===== src/rtl/rotmat_pkg.sv =====
// Types shared by the quat_to_rotmat front-end: quaternion and rotation-matrix
// layouts, the arbiter state encoding and the Q1.30 unit constant.
package rotmat_pkg;

  localparam int QUAT_W = 32;
  localparam logic [31:0] Q_ONE = 32'h4000_0000;

  typedef struct packed {
    logic signed [QUAT_W-1:0] qw;
    logic signed [QUAT_W-1:0] qx;
    logic signed [QUAT_W-1:0] qy;
    logic signed [QUAT_W-1:0] qz;
  } quat_t;

  // r00 sits in the MSBs, matching the datapath output bus
  typedef struct packed {
    logic signed [31:0] r00;
    logic signed [31:0] r01;
    logic signed [31:0] r02;
    logic signed [31:0] r10;
    logic signed [31:0] r11;
    logic signed [31:0] r12;
    logic signed [31:0] r20;
    logic signed [31:0] r21;
    logic signed [31:0] r22;
  } rotmat_t;

  typedef enum logic [1:0] {
    IDLE  = 2'd0,
    RUN   = 2'd1,
    DRAIN = 2'd2
  } arb_state_e;

  function automatic rotmat_t rotmat_identity();
    rotmat_t r;
    r     = '0;
    r.r00 = Q_ONE;
    r.r11 = Q_ONE;
    r.r22 = Q_ONE;
    return r;
  endfunction

endpackage


===== src/rtl/sync_fifo_fwft.sv =====
// First-word-fall-through synchronous FIFO: head shows the oldest entry whenever
// the FIFO is non-empty. A push on a full FIFO is accepted only alongside a pop.
module sync_fifo_fwft #(
  parameter int WIDTH = 8,
  parameter int DEPTH = 4
) (
  input  logic             clk,
  input  logic             rst,
  input  logic             push,
  input  logic [WIDTH-1:0] push_data,
  input  logic             pop,
  output logic [WIDTH-1:0] head,
  output logic             empty
);

  localparam int AW = $clog2(DEPTH);
  localparam logic [AW:0] FULL_CNT = (AW+1)'(DEPTH);

  logic [WIDTH-1:0] mem [DEPTH];
  logic [AW-1:0]    wr_ptr_q;
  logic [AW-1:0]    rd_ptr_q;
  logic [AW:0]      count_q;
  logic             full;
  logic             do_push;
  logic             do_pop;

  assign empty   = (count_q == '0);
  assign full    = (count_q == FULL_CNT);
  assign do_pop  = pop & ~empty;
  assign do_push = push & (~full | do_pop);
  assign head    = mem[rd_ptr_q];

  always_ff @(posedge clk) begin
    if (do_push) mem[wr_ptr_q] <= push_data;
  end

  // Power-of-two depth lets the pointers wrap by plain overflow
  always_ff @(posedge clk or negedge rst) begin
    if (!rst) begin
      wr_ptr_q <= '0;
      rd_ptr_q <= '0;
      count_q  <= '0;
    end else begin
      if (do_push) wr_ptr_q <= wr_ptr_q + 1'b1;
      if (do_pop)  rd_ptr_q <= rd_ptr_q + 1'b1;
      case ({do_push, do_pop})
        2'b10:   count_q <= count_q + 1'b1;
        2'b01:   count_q <= count_q - 1'b1;
        default: count_q <= count_q;
      endcase
    end
  end

endmodule


===== src/rtl/rotmat_req_arbiter.sv =====
// Round-robin front-end sharing one quat_to_rotmat datapath between NREQ
// requesters, with tag tracking, credit-protected result buffering and a tagged response.
module rotmat_req_arbiter
  import rotmat_pkg::*;
#(
  parameter int NREQ     = 2,
  parameter int W        = 32,
  parameter int RQ_DEPTH = 4,
  parameter int IDW      = 2
) (
  input  logic                   clk,
  input  logic                   rst,
  input  logic                   cfg_enable,
  input  logic [NREQ-1:0]        req_valid,
  output logic [NREQ-1:0]        req_ready,
  input  logic [NREQ*4*W-1:0]    req_quat,
  output logic                   q2r_in_valid,
  output logic [4*W-1:0]         q2r_quat,
  input  logic                   q2r_out_valid,
  input  logic [9*32-1:0]        q2r_rot,
  output logic                   resp_valid,
  input  logic                   resp_ready,
  output logic [IDW-1:0]         resp_id,
  output logic [9*32-1:0]        resp_rot,
  output logic                   busy,
  output logic                   err_orphan
);

  localparam int CW = $clog2(RQ_DEPTH + 1);
  localparam logic [CW-1:0] FULL_CREDITS = CW'(RQ_DEPTH);

  typedef struct packed {
    logic [IDW-1:0] id;
    rotmat_t        rot;
  } result_t;

  localparam int RES_W = $bits(result_t);

  arb_state_e     state_q;
  arb_state_e     state_d;
  logic [CW-1:0]  credits_q;
  logic [IDW-1:0] rr_ptr_q;
  logic [IDW-1:0] rr_ptr_next;
  logic [IDW-1:0] issue_tag_q;
  logic [IDW-1:0] grant_idx;
  logic           grant_found;
  logic [4*W-1:0] grant_quat;
  logic           req_hs;
  logic           resp_hs;
  int             cand;

  logic           tag_empty;
  logic [IDW-1:0] tag_head;
  logic           tag_pop;
  logic           res_push;
  logic           res_pop;
  logic           res_empty;
  result_t        res_in;
  result_t        res_head;
  rotmat_t        rot_in;

  assign busy    = (credits_q != FULL_CREDITS) | q2r_in_valid;
  assign req_hs  = |(req_valid & req_ready);
  assign resp_hs = resp_valid & resp_ready;

  always_ff @(posedge clk or negedge rst) begin
    if (!rst) state_q <= IDLE;
    else      state_q <= state_d;
  end

  // DRAIN waits for every outstanding credit to come back before idling
  always_comb begin
    state_d = state_q;
    case (state_q)
      IDLE:    if (cfg_enable) state_d = RUN;
      RUN:     if (!cfg_enable) state_d = DRAIN;
      DRAIN: begin
        if (cfg_enable)  state_d = RUN;
        else if (!busy)  state_d = IDLE;
      end
      default: state_d = IDLE;
    endcase
  end

  // Scan from the RR pointer and pick the first valid requester, wrapping
  always_comb begin
    req_ready   = '0;
    grant_idx   = '0;
    grant_found = 1'b0;
    grant_quat  = '0;
    cand        = 0;
    if (state_q == RUN && credits_q != '0) begin
      for (int k = 0; k < NREQ; k++) begin
        cand = (int'(rr_ptr_q) + k) % NREQ;
        for (int j = 0; j < NREQ; j++) begin
          if (!grant_found && j == cand && req_valid[j]) begin
            grant_found = 1'b1;
            grant_idx   = IDW'(j);
          end
        end
      end
      for (int j = 0; j < NREQ; j++) begin
        if (grant_found && grant_idx == IDW'(j)) begin
          req_ready[j] = 1'b1;
          grant_quat   = req_quat[j*4*W +: 4*W];
        end
      end
    end
  end

  assign rr_ptr_next = (grant_idx == IDW'(NREQ - 1)) ? '0 : grant_idx + 1'b1;

  // Issue stage: one-cycle pulse to the datapath, tag follows into the tag FIFO
  always_ff @(posedge clk or negedge rst) begin
    if (!rst) begin
      q2r_in_valid <= 1'b0;
      q2r_quat     <= '0;
      issue_tag_q  <= '0;
      rr_ptr_q     <= '0;
    end else begin
      q2r_in_valid <= req_hs;
      if (req_hs) begin
        q2r_quat    <= grant_quat;
        issue_tag_q <= grant_idx;
        rr_ptr_q    <= rr_ptr_next;
      end
    end
  end

  always_ff @(posedge clk or negedge rst) begin
    if (!rst) begin
      credits_q <= FULL_CREDITS;
    end else begin
      case ({req_hs, resp_hs})
        2'b10:   credits_q <= credits_q - 1'b1;
        2'b01:   credits_q <= credits_q + 1'b1;
        default: credits_q <= credits_q;
      endcase
    end
  end

  assign tag_pop    = q2r_out_valid & ~tag_empty;
  assign res_push   = tag_pop;
  assign rot_in     = rotmat_t'(q2r_rot);
  assign res_in.id  = tag_head;
  assign res_in.rot = rot_in;

  sync_fifo_fwft #(
    .WIDTH (IDW),
    .DEPTH (RQ_DEPTH)
  ) u_tag_fifo (
    .clk       (clk),
    .rst       (rst),
    .push      (q2r_in_valid),
    .push_data (issue_tag_q),
    .pop       (tag_pop),
    .head      (tag_head),
    .empty     (tag_empty)
  );

  sync_fifo_fwft #(
    .WIDTH (RES_W),
    .DEPTH (RQ_DEPTH)
  ) u_result_fifo (
    .clk       (clk),
    .rst       (rst),
    .push      (res_push),
    .push_data (res_in),
    .pop       (res_pop),
    .head      (res_head),
    .empty     (res_empty)
  );

  always_ff @(posedge clk or negedge rst) begin
    if (!rst) err_orphan <= 1'b0;
    else if (q2r_out_valid && tag_empty) err_orphan <= 1'b1;
  end

  // Output register refills whenever it is empty or being consumed
  assign res_pop = ~res_empty & (~resp_valid | resp_ready);

  always_ff @(posedge clk or negedge rst) begin
    if (!rst) begin
      resp_valid <= 1'b0;
      resp_id    <= '0;
      resp_rot   <= '0;
    end else if (res_pop) begin
      resp_valid <= 1'b1;
      resp_id    <= res_head.id;
      resp_rot   <= res_head.rot;
    end else if (resp_ready) begin
      resp_valid <= 1'b0;
    end
  end

endmodule


===== config.mk =====
export PLATFORM = sky130hd
export DESIGN_NAME = rotmat_req_arbiter
export DESIGN_NICKNAME = d
export VERILOG_FILES = /design/src/rtl/rotmat_pkg.sv /design/src/rtl/sync_fifo_fwft.sv /design/src/rtl/rotmat_req_arbiter.sv
export SDC_FILE = /design/constraint.sdc
export NUM_CORES = 2
export LEC_CHECK = 0
export CAP_MARGIN = 10
export CORE_AREA = 2 2 378 380
export DETAILED_ROUTE_END_ITERATION = 16
export DIE_AREA = 0 0 380 382
export GPL_TIMING_DRIVEN = 0
export PLACE_DENSITY = 0.67
export SLEW_MARGIN = 20
export SYNTH_ARGS = -nofsm -noshare
export SYNTH_HDL_FRONTEND = slang
export SYNTH_SLANG_ARGS = --single-unit

===== constraint.sdc =====
create_clock -name clk -period 13.84 [get_ports clk]
set_input_delay 1.384 -clock clk [delete_from_list [all_inputs] [get_ports clk]]
set_output_delay 1.384 -clock clk [all_outputs]
set_load 0.02 [all_outputs]

==> results_tabular.tex <==
\begin{tabular}{lr}
\hline
Metric & Value \\
\hline
\multicolumn{2}{l}{\textbf{Status}} \\
\quad Result of the run & finished clean \\
\multicolumn{2}{l}{\textbf{Place}} \\
\quad Buffers on Ports & around 970 \\
\quad Total instance count after detailed placement & 6198 \\
\quad Routability congestion estimate & roughly 0.99 \\
\quad Half-perimeter wire length of the detailed placement result & between 100000 and 150000 µm \\
\multicolumn{2}{l}{\textbf{Timing}} \\
\quad Unrepaired setup endpoints after global routing & no \\
\quad Number of failing setup endpoints in the final timing report & 0 \\
\quad Setup TNS after final layout & 0 ns \\
\quad Clock period minus final worst setup slack & approximately 4.9 ns \\
\quad Worst Max-Slew Pin Slew & 0.895 ns \\
\quad Max Fclk & 205 MHz \\
\quad Count of final max-slew check failures & 0 \\
\quad Clock skew after layout & about 0.044 ns \\
\quad Slew headroom & between 40 and 50\% \\
\quad Number of hold-slack violations in the final timing report & 0 \\
\quad Share of the cycle needed by the critical path after routing & about a third \\
\multicolumn{2}{l}{\textbf{Route}} \\
\quad Detailed-route DRC error count & 0 \\
\quad Via count & 34343 \\
\quad Detail-routed via count per cell & $\sim$5.2 \\
\quad Total length of routed wires & roughly 180000 µm \\
\quad Iteration count of the initial detailed-routing pass & 5 \\
\quad Average detailed-routed wire length per instance & approximately 27 µm \\
\quad Number of DRC markers after the initial detailed-route iteration & about 2200 \\
\quad Count of antenna-violating nets left after detailed routing & 0 \\
\multicolumn{2}{l}{\textbf{Clocking}} \\
\quad Clock Tree Root & sky130\_fd\_sc\_hd\_\_clkbuf\_16 \\
\quad Max H-tree Level & 4 \\
\quad Longest Clk Path Bufs & 3 \\
\quad Clock Latency Late Sink & roughly 0.8 ns \\
\quad \# clock sinks & 1601 \\
\quad CTS tree & built \\
\quad Clock transition at the registers of the reported paths & about 0.060 ns \\
\quad Number of gates given a new drive strength after cts & 0 \\
\quad Post-cts hold buffer count & 0 \\
\quad Number of buffers created by CTS & about 170 \\
\quad Count of buffers added by post-CTS timing repair for setup & 0 \\
\multicolumn{2}{l}{\textbf{Yosys}} \\
\quad Proportion of synthesized area in mux cells & a little over a tenth \\
\quad Main combinational cell family by area after synthesis & multiplexers \\
\quad Most used standard cells in the synthesized netlist & 1160 x sky130\_fd\_sc\_hd\_\_edfxtp\_1, 873 x sky130\_fd\_sc\_hd\_\_nand2\_1, 440 x sky130\_fd\_sc\_hd\_\_dfrtp\_1 \\
\quad Post-Synthesis Cells & between 3000 and 4000 \\
\quad Complex-gate fraction of the synthesized area & 3.74\% \\
\quad Flop and latch count out of synthesis & 1601 \\
\quad Top cells by area in the synthesized netlist & sky130\_fd\_sc\_hd\_\_edfxtp\_1 58\%, sky130\_fd\_sc\_hd\_\_dfrtp\_1 18\%, sky130\_fd\_sc\_hd\_\_mux4\_2 11\%, sky130\_fd\_sc\_hd\_\_nand2\_1 5.5\%, sky130\_fd\_sc\_hd\_\_o2bb2ai\_1 1.9\% \\
\quad Avg Inst Size Synth & 18.1 µm² \\
\quad Dominant cell type by area after synthesis & sky130\_fd\_sc\_hd\_\_edfxtp\_1 \\
\quad Simple-gate portion of the synthesized area & under 10\% \\
\quad Number of enable-type register cells in the synthesized netlist & roughly 1200 \\
\quad Count leader, synth & sky130\_fd\_sc\_hd\_\_edfxtp\_1 \\
\quad Yosys warning total & 0 \\
\quad Adder-Cell Fraction of Synth Area & less than 1\% \\
\quad Number of nets produced by synthesis & between 3000 and 4000 \\
\quad Post-Synthesis Cell Area & roughly 60000 µm² \\
\quad Top\_reg\_cell synth & sky130\_fd\_sc\_hd\_\_edfxtp\_1 \\
\quad Synth async-reset ratio & 27.5\% \\
\quad Fraction of post-synthesis cell area in the top cell type by area & 58.5\% \\
\quad Portion of the post-synthesis area used by sequential elements & between 70\% and 80\% \\
\quad Post-synthesis xor/xnor area fraction & less than 1\% \\
\quad Library cells used by synthesis & 42 \\
\multicolumn{2}{l}{\textbf{Final layout}} \\
\quad Fin util & a little under three fifths \\
\quad Fin nets & approximately 5000 \\
\quad Area growth syn-to-layout & 31.8\% \\
\quad Share of final-layout standard cells stronger than drive strength 1 & around 16\% \\
\quad Final cell count without fillers & about 6600 \\
\multicolumn{2}{l}{\textbf{Worst setup path}} \\
\quad Flop2flop setup slack & around 10 ns \\
\quad Reg2Reg Launch Point & resp\_valid \\
\quad Crit path required time & approximately 12 ns \\
\quad Arrival time at the worst endpoint & 3.50 ns \\
\quad Worst r2r dst & u\_result\_fifo.mem[2][189] \\
\quad Number of cells on the worst reg-to-reg path & 7 \\
\quad Crit path kind & in2out \\
\quad Crit start category & input pin \\
\quad Critical path capture point type & output port \\
\quad Largest fanout on the critical path & 10 \\
\multicolumn{2}{l}{\textbf{Global routing}} \\
\quad Maximum number of pins on one net before global-route repair & 76 \\
\quad First-pass GRT wire length & 256000 µm \\
\quad Vias in the first global route & about 36000 \\
\quad Initial antenna violation count & 80 \\
\quad Total GRT Usage & between 20 and 25\% \\
\quad Total congestion overflow after global routing & 0 \\
\multicolumn{2}{l}{\textbf{Floorplanning}} \\
\quad Number of top-level design ports & 975 \\
\quad Die area & 145000 µm² \\
\quad Height of the chip & roughly 380 µm \\
\quad Initial Utilization & around 42\% \\
\quad Die width & between 300 and 400 µm \\
\quad Core area & 141000 µm² \\
\quad Number of placement rows & roughly 140 \\
\multicolumn{2}{l}{\textbf{Job}} \\
\quad Max-cap check violation count & 0 \\
\multicolumn{2}{l}{\textbf{Pwr}} \\
\quad Total power density per cell area & 229 nW/µm² \\
\quad Total power of the final layout & roughly 18 mW \\
\quad Static leakage & between 20 and 30 nW \\
\quad Max rail drop VDD & between 0.00015 and 0.0002 V \\
\multicolumn{2}{l}{\textbf{Worst hold path}} \\
\quad HP Class & in2async \\
\hline
\end{tabular}
-- area by class of cell --
class	count	area, µm²
clock buffer	237	4830
multi-input combinational	1494	12500
buffer	187	1110
clock inverter	81	942
timing repair buffer	1009	10700
antenna	36	90.1
tap	1890	2360
fill	11158	62400
inverter	17	63.8
sequential	1601	45900
-- layer usage --
layer	vias up	global-route usage, %	part of all wire, %
li1	15015	-	-
met5	-	0	0.20
met3	356	8.67	8.2
met1	17740	27.5	35
met4	56	11.4	4.3
met2	1176	42.4	52
-- critical path, cell delays in order --
cell	delay (ns)
sky130_fd_sc_hd__clkdlybuf4s50_1	0.52
sky130_fd_sc_hd__inv_1	0.07
sky130_fd_sc_hd__a21oi_1	0.18
sky130_fd_sc_hd__buf_2	0.27
sky130_fd_sc_hd__buf_2	0.27
sky130_fd_sc_hd__and2_1	0.16
sky130_fd_sc_hd__clkdlybuf4s50_1	0.64
-- report_power, final --
part / leakage, nW / internal (mW) / switching (mW)
Clock: 2.80 / 2.73 / 1.89
Sequential: 16.0 / 6.56 / 0.529
Combinational: 10.0 / 2.76 / 3.50
Total: 28.8 / 12.1 / 5.92
-- stage by stage --
| stage | hold WS (ns) | worst slack, ns | instance area (µm²) |
|---|---|---|---|
| 2_1_floorplan | 0.444 | 4.60 | 59600 |
| 3_3_place_gp | 0.459 | -11.51 | 71700 |
| 3_5_place_dp | 0.462 | 8.81 | 72600 |
| 4_1_cts | 0.429 | 8.92 | 78400 |
| 5_1_grt | 0.459 | 8.84 | 78500 |
| 6_report | 0.467 | 8.95 | 78500 |
-- cells in the final DEF (no fill, tap or decap), drive strengths merged, types with 4 or more instances in the layout --
master	netlist	routed
ha	10	10
edfxtp	1160	1160
clkbuf	35	272
a21oi	4	4
inv	17	23
clkinvlp	0	9
o2bb2ai	128	128
o21ai	6	6
clkinv	0	51
bufinv	0	15
buf	152	189
a22oi	128	128
xnor2	11	11
nor2	5	5
diode	0	36
clkdlybuf4s50	0	972
mux4	290	290
dfrtp	440	440
nand2	873	873
and2	11	11
-- worst max-delay path by stage --
stage / startpoint / to / slack (ns)
after global placement: rst / q2r_quat[15] / -11.51
after detailed placement: q2r_out_valid / u_result_fifo.mem[2][123] / 8.81
after CTS: req_valid[0] / req_ready[0] / 8.92
after floorplan: resp_ready / u_result_fifo.mem[0][0] / 4.60
after global routing: req_valid[0] / req_ready[0] / 8.84
final: req_valid[0] / req_ready[0] / 8.95
-- cell families after synthesis --
group                    count (synthesis)
adder cells (fa/ha/maj)                 13
buffers and inverters                  204
AND/OR/NAND/NOR                        899
AO/OA/AOI/OAI                          275
flip-flops                            1601
other                                    1
multiplexers                           292
XOR/XNOR                                14
-- registers in the layout, indices dropped and copies added, names as in the netlist, 3 cells and up --
name / count
u_result_fifo.mem: 1156
u_tag_fifo.mem: 4
u_tag_fifo.count_q: 3
credits_q: 3
resp_rot: 288
u_result_fifo.count_q: 3
q2r_quat: 128
(Power assumes the default switching activity.)
